===== config.mk =====
export PLATFORM = sky130hd
export DESIGN_NAME = pattern_match_ctrl
export DESIGN_NICKNAME = d
export VERILOG_FILES = /design/src/rtl/pattern_match_pkg.sv /design/src/rtl/pattern_match_ctrl.sv
export SDC_FILE = /design/constraint.sdc
export NUM_CORES = 1
export LEC_CHECK = 0
export ABC_AREA = 1
export BUFFER_PORTS_ARGS = -buffer_cell sky130_fd_sc_hd__buf_2
export CORE_MARGIN = 5
export CORE_UTILIZATION = 55
export CTS_CLUSTER_DIAMETER = 100
export DETAILED_ROUTE_END_ITERATION = 16
export PLACE_DENSITY = 0.86
export SLEW_MARGIN = 20
export SYNTH_ARGS = -nofsm -noshare
export SYNTH_HDL_FRONTEND = slang
export SYNTH_SLANG_ARGS = --single-unit

===== constraint.sdc =====
create_clock -name clk_i -period 2 [get_ports clk_i]
set_input_delay 0.2 -clock clk_i [delete_from_list [all_inputs] [get_ports clk_i]]
set_output_delay 0.2 -clock clk_i [all_outputs]
set_load 0.03 [all_outputs]

===== src/rtl/pattern_match_pkg.sv =====
// Shared types and default constants for the serial pattern matcher.
// The pattern_match_ctrl header names the optional build macro.
package pattern_match_pkg;

   localparam int unsigned PAT_W_DEFAULT = 8;
   localparam int unsigned CNT_W_DEFAULT = 16;
   localparam logic [7:0]  MATCH_CNT_MAX = 8'd255;

   typedef enum logic [1:0] {
      ST_IDLE,
      ST_FILL,
      ST_SEARCH,
      ST_FLUSH
   } state_e;

endpackage


===== src/rtl/pattern_match_ctrl.sv =====
// Serial pattern-match controller driving an external shift register.
// Bits enter the register MSB-first. After the register has filled, each
// new bit triggers a compare against the latched pattern one cycle later.
// Build option: PATTERN_MATCH_OVERLAP_EN lets matches overlap. Without it,
// a match restarts the fill, so the next match needs PAT_W fresh bits.
module pattern_match_ctrl
   import pattern_match_pkg::*;
#(
   parameter int unsigned PAT_W = PAT_W_DEFAULT,
   parameter int unsigned CNT_W = CNT_W_DEFAULT
) (
   input  logic             clk_i,
   input  logic             rst_ni,
   input  logic             start_i,
   input  logic             abort_i,
   input  logic [PAT_W-1:0] pattern_i,
   input  logic [CNT_W-1:0] max_bits_i,
   input  logic             d_valid_i,
   input  logic             d_in_i,
   input  logic [PAT_W-1:0] sr_q_i,
   output logic             sr_shift_o,
   output logic             sr_load_o,
   output logic             sr_dir_o,
   output logic             sr_ser_o,
   output logic [PAT_W-1:0] sr_par_o,
   output logic             busy_o,
   output logic             match_o,
   output logic [7:0]       match_cnt_o,
   output logic             done_o
);

`ifdef PATTERN_MATCH_OVERLAP_EN
   localparam bit OVERLAP_EN = 1'b1;
`else
   localparam bit OVERLAP_EN = 1'b0;
`endif

   localparam int unsigned       FILL_W    = $clog2(PAT_W + 1);
   localparam logic [FILL_W-1:0] FILL_FULL = FILL_W'(PAT_W);
   localparam logic [FILL_W-1:0] FILL_LAST = FILL_W'(PAT_W - 1);

   state_e             state_q, state_d;
   logic [PAT_W-1:0]   pat_q, pat_d;
   logic [CNT_W-1:0]   max_q, max_d;
   logic [CNT_W-1:0]   bit_cnt_q, bit_cnt_d;
   logic [FILL_W-1:0]  fill_q, fill_d;
   logic               flush_q, flush_d;
   logic               cmp_q, cmp_d;
   logic               match_q, match_d;
   logic [7:0]         match_cnt_q, match_cnt_d;
   logic               done_q, done_d;

   logic               scanning;
   logic               shift;
   logic               hit;
   logic [CNT_W-1:0]   bit_cnt_inc;
   logic               last_bit;

   assign scanning    = (state_q == ST_FILL) || (state_q == ST_SEARCH);
   assign shift       = scanning && d_valid_i;
   assign hit         = cmp_q && (sr_q_i == pat_q);
   assign bit_cnt_inc = bit_cnt_q + CNT_W'(1);
   assign last_bit    = (bit_cnt_inc == max_q);

   assign sr_shift_o  = shift;
   assign sr_load_o   = rst_ni && start_i && (state_q == ST_IDLE);
   assign sr_dir_o    = 1'b0;
   assign sr_ser_o    = d_in_i;
   assign sr_par_o    = '0;
   assign busy_o      = scanning;
   assign match_o     = match_q;
   assign match_cnt_o = match_cnt_q;
   assign done_o      = done_q;

   // Next-state logic: the compare stage runs whenever a compare is pending,
   // then the FSM decides the scan progress; abort overrides everything
   // except the match count, which keeps whatever it had already reached.
   always_comb begin
      state_d     = state_q;
      pat_d       = pat_q;
      max_d       = max_q;
      bit_cnt_d   = bit_cnt_q;
      fill_d      = fill_q;
      flush_d     = flush_q;
      cmp_d       = 1'b0;
      match_d     = 1'b0;
      match_cnt_d = match_cnt_q;
      done_d      = 1'b0;

      if (hit) begin
         match_d = 1'b1;
         if (match_cnt_q != MATCH_CNT_MAX) begin
            match_cnt_d = match_cnt_q + 8'd1;
         end
      end

      case (state_q)
         ST_IDLE: begin
            if (start_i) begin
               pat_d       = pattern_i;
               max_d       = max_bits_i;
               bit_cnt_d   = '0;
               fill_d      = '0;
               flush_d     = 1'b0;
               match_cnt_d = '0;
               state_d     = (max_bits_i == '0) ? ST_FLUSH : ST_FILL;
            end
         end
         ST_FILL, ST_SEARCH: begin
            if (shift) begin
               bit_cnt_d = bit_cnt_inc;
               if (fill_q != FILL_FULL) begin
                  fill_d = fill_q + FILL_W'(1);
               end
               if ((state_q == ST_SEARCH) || (fill_q == FILL_LAST)) begin
                  cmp_d   = 1'b1;
                  state_d = ST_SEARCH;
               end
            end
            if (!OVERLAP_EN && hit && (state_q == ST_SEARCH)) begin
               state_d = ST_FILL;
               cmp_d   = 1'b0;
               fill_d  = shift ? FILL_W'(1) : '0;
            end
            if (shift && last_bit) begin
               state_d = ST_FLUSH;
               flush_d = 1'b0;
            end
         end
         ST_FLUSH: begin
            flush_d = 1'b1;
            done_d  = !flush_q;
            if (flush_q) begin
               state_d = ST_IDLE;
            end
         end
         default: state_d = ST_IDLE;
      endcase

      if (abort_i && (state_q != ST_IDLE)) begin
         state_d     = ST_IDLE;
         cmp_d       = 1'b0;
         match_d     = 1'b0;
         match_cnt_d = match_cnt_q;
         done_d      = !((state_q == ST_FLUSH) && flush_q);
      end
   end

   // State and counter registers, all cleared asynchronously by reset.
   always_ff @(posedge clk_i or negedge rst_ni) begin
      if (!rst_ni) begin
         state_q     <= ST_IDLE;
         pat_q       <= '0;
         max_q       <= '0;
         bit_cnt_q   <= '0;
         fill_q      <= '0;
         flush_q     <= 1'b0;
         cmp_q       <= 1'b0;
         match_q     <= 1'b0;
         match_cnt_q <= '0;
         done_q      <= 1'b0;
      end else begin
         state_q     <= state_d;
         pat_q       <= pat_d;
         max_q       <= max_d;
         bit_cnt_q   <= bit_cnt_d;
         fill_q      <= fill_d;
         flush_q     <= flush_d;
         cmp_q       <= cmp_d;
         match_q     <= match_d;
         match_cnt_q <= match_cnt_d;
         done_q      <= done_d;
      end
   end

endmodule


==> impl_summary.txt <==
----------------------------------------------------
[Outcome]
  Status ... finished, violations left
  Violations in the final reports ... setup timing

[GRT]
  Wire length of the first global-routing pass ... 17.1 mm
  Antenna violations before repair ... 0
  GRT Util Overall ... 25.0%
  Vias in the first global route ... 3928
  Maximum number of pins on one net before global-route repair ... 59
  Sum of overflow across all layers after global routing ... 0

[Timing]
  Achievable Freq ... 477 MHz
  Final-report setup violation count ... 3
  Max-slew violation count ... 0
  Transition time at the pin with the least slew margin ... 755 ps
  Max-Slew Margin vs Limit ... 49.6%
  Final Hold Slack ... 8.79 ps
  Final worst path period share ... 105%
  Final hold violations ... 0
  Unrepaired setup endpoints after global routing ... yes
  Minimum period implied by the final worst setup slack ... 2100 ps
  Total negative slack ... -183 ps
  Final Skew ... 11.4 ps
  PnR worst setup slack ... -95.8 ps

[Yosys]
  Top FF cell, synth ... sky130_fd_sc_hd__dfrtp_1
  Post-synth EDFFs ... 0
  Sequential cell area fraction in the yosys report ... 38.4%
  Flip-flop and latch count after synthesis ... 58
  Post-synth ARST share ... 100%
  Count of synthesis-stage warnings from yosys ... 0
  Distinct cell type count of the synthesized netlist ... 32
  Cell area after synthesis ... 3780 µm²
  Synthesized area per cell ... 6.74 µm²
  Post-synthesis instance total ... 560

[Layout]
  Fin cells ... 723
  Area of combinational cells with multiple inputs ... 1990 µm²
  Ant. Diodes ... 0
  Finished Cell Area ... 4550 µm²
  Syn-to-layout area delta ... 20.4%
  Sequential Area ... 1450 µm²
  Post-layout net count ... 684
  Total of fill cells in the finished design ... 532
  Fraction of layout cells with a size suffix above 1 ... 19.9%
  Post-layout util ... 67.3%

[Place]
  Worst slack, placed ... -110 ps
  Placed wire-length estimate after detailed placement ... 7.42 mm
  Number of port buffers ... 49
  Routability cong. ... 0.938
  Placed instance count ... 697
  Standard cell area after detailed placement ... 4210 µm²

[Floorplan]
  Total die area ... 8620 µm²
  FP Rows ... 30
  Die height ... 92.9 µm
  Core box area ... 6760 µm²
  Initial Util ... 55.9%
  IO Count ... 61
  Width of the die ... 92.9 µm

[Critical path]
  Start point of the critical path ... bit_cnt_q[1]
  Endpoint class of the critical path ... flip-flop
  Critical path peak fanout ... 4
  Crit path required time ... 2230 ps
  Worst Setup Path Type ... reg2reg
  Setup slack of the most critical reg-to-reg path ... -100 ps
  Arrival time at the worst endpoint ... 2320 ps
  Source of the worst register-to-register timing path ... bit_cnt_q[1]
  Startpoint type of the worst setup path ... flip-flop

[Clock network]
  Clock latency of the later-clocked register in the worst-skew pair ... 350 ps
  Clock slew at reported path FFs ... 70 ps
  CTS tree ... built
  Total clock buffers created by CTS ... 9
  Clock net sink count ... 58
  Max Buffers Root-to-Sink ... 2
  Maximum level of the CTS H-tree ... 3
  Clk Tree Root Cell ... sky130_fd_sc_hd__clkbuf_8

[Run]
  Count of maximum capacitance violations ... 0

[Detailed routing]
  Initial DRC count ... 387
  Detailed-route wire length ... 10.6 mm
  Vias ... 4031
  Antenna Violating Nets Remaining ... 0
  Average wire per cell in the routed design ... 14.7 µm
  Ratio of routed vias to standard cells ... 5.58
  Final routed DRC violation total ... 0
  Count of TritonRoute iterations in the first routing pass ... 7

[Hold path]
  Worst hold path type ... in2async

[Power]
  LEAKAGE ... 2.38 nW
  Final total power ... 5.24 mW
  Power density cells ... 1150 nW/µm²
  Max rail drop VDD ... 0.760 mV

----------------------------------------------------
-- cell type report --
cell class / instances / share of cell area, %
flip-flops and latches: 58 / 32.0
clock inverters: 2 / 0.220
inverters: 88 / 7.32
well taps: 80 / 2.20
clock buffers: 13 / 3.94
repair buffers: 78 / 10.5
multi-input cells: 404 / 43.8
-- synth_stat cells (6+ instances only) --
cell	number	area share, %
sky130_fd_sc_hd__a21oi_1	8	1.1
sky130_fd_sc_hd__nand3b_1	6	1.2
sky130_fd_sc_hd__buf_4	10	2.0
sky130_fd_sc_hd__nor2_1	49	4.9
sky130_fd_sc_hd__nor3_1	7	0.93
sky130_fd_sc_hd__nand3_1	43	5.7
sky130_fd_sc_hd__o21ai_0	44	5.8
sky130_fd_sc_hd__inv_1	88	8.7
sky130_fd_sc_hd__clkbuf_1	7	0.70
sky130_fd_sc_hd__nand2_1	172	17
sky130_fd_sc_hd__dfrtp_1	58	38
sky130_fd_sc_hd__nand4_1	14	2.3
sky130_fd_sc_hd__ha_1	7	2.3
sky130_fd_sc_hd__o22ai_1	10	1.7
-- sequential cells by signal, summed over array words and instances (netlist names) --
name and flops:
bit_cnt_q 16, cmp_q 1, done_o 1, fill_q 4, flush_q 1, match_cnt_o 8, match_o 1, max_q 16
pat_q 8, state_q 2
-- worst max-delay path, cell delays in order, from the launching register on --
cell                      delay [ps]
sky130_fd_sc_hd__dfrtp_1         360
sky130_fd_sc_hd__buf_6           110
sky130_fd_sc_hd__ha_4            150
sky130_fd_sc_hd__nand2_4          70
sky130_fd_sc_hd__nor2_4          110
sky130_fd_sc_hd__nand2_1          60
sky130_fd_sc_hd__nand2_1         100
sky130_fd_sc_hd__nand2_1         100
sky130_fd_sc_hd__nand2_2          90
sky130_fd_sc_hd__nand2_1          70
sky130_fd_sc_hd__nor2_2          120
sky130_fd_sc_hd__nand3_1         100
sky130_fd_sc_hd__nor2_1          100
sky130_fd_sc_hd__nand2_1         100
sky130_fd_sc_hd__nand2_1          90
sky130_fd_sc_hd__nand2_2          80
sky130_fd_sc_hd__nand2_1          90
sky130_fd_sc_hd__o21ai_1          70
-- final timing paths --
check,cells past startpoint,endpoint
hold reg to reg,2,flush_q
min in group clk_i,3,pat_q[2]
max in group asynchronous,2,bit_cnt_q[0]
setup reg to reg,17,state_q[0]
setup / recovery,17,state_q[0]
hold / removal,2,bit_cnt_q[3]
-- placed cells by master, fill, tap and decap left out, types with 2 or more instances in the layout --
cell / instances
sky130_fd_sc_hd__clkbuf_8: 13
sky130_fd_sc_hd__ha_4: 2
sky130_fd_sc_hd__o22ai_1: 10
sky130_fd_sc_hd__nand4_1: 14
sky130_fd_sc_hd__a21oi_1: 8
sky130_fd_sc_hd__nand3_1: 43
sky130_fd_sc_hd__nand2_2: 9
sky130_fd_sc_hd__nand3b_1: 6
sky130_fd_sc_hd__a31oi_1: 3
sky130_fd_sc_hd__nor2_1: 46
sky130_fd_sc_hd__ha_1: 5
sky130_fd_sc_hd__nand2_4: 2
sky130_fd_sc_hd__dfrtp_1: 56
sky130_fd_sc_hd__nor2_4: 5
sky130_fd_sc_hd__inv_2: 4
sky130_fd_sc_hd__o21ai_1: 4
sky130_fd_sc_hd__nor3_1: 6
sky130_fd_sc_hd__nor3_2: 2
sky130_fd_sc_hd__o21bai_1: 2
sky130_fd_sc_hd__clkinv_2: 2
sky130_fd_sc_hd__buf_4: 27
sky130_fd_sc_hd__o21ai_0: 43
sky130_fd_sc_hd__nor4_1: 2
sky130_fd_sc_hd__dfrtp_2: 2
sky130_fd_sc_hd__nor2_2: 3
sky130_fd_sc_hd__or2_2: 3
sky130_fd_sc_hd__buf_2: 49
sky130_fd_sc_hd__nand2_1: 165
sky130_fd_sc_hd__conb_1: 9
sky130_fd_sc_hd__a211oi_1: 2
sky130_fd_sc_hd__inv_1: 83
sky130_fd_sc_hd__xor2_1: 4
-- what timing repair did --
| item | CTS | global route |
|---|---|---|
| pin swaps | 3 | 18 |
| setup buffers | 3 | 9 |
| hold buffers | 0 | 0 |
| setup endpoints to repair | 17 | 11 |
| gates resized for setup | 6 | 18 |
-- where the power goes --
| part | total, mW | internal (mW) | switching (mW) |
|---|---|---|---|
| clock | 1.06 | 0.574 | 0.489 |
| combinational | 2.46 | 0.905 | 1.56 |
| sequential | 1.72 | 1.49 | 0.227 |
| total | 5.24 | 2.97 | 2.27 |
-- routing by layer --
layer  vias up  track usage [%]  share of wire [%]
met4         0             14.0                3.9
met5         -                0                  0
li1       1925                -                  -
met1      1849             29.4                 39
met2       218             42.5                 50
met3        39             4.71                6.9
-- kinds of logic after synthesis --
kind of cell	Yosys count	synth area share (%)
and+or+nand+nor	307	35.4
buffers and inverters	106	11.6
other	1	0.0993
DFF	58	38.4
xor gates and xnor gates	4	0.928
AOI/OAI and AO/OA	77	11.3
adders and majority gates	7	2.32
Power figures use the tool's default switching activity.
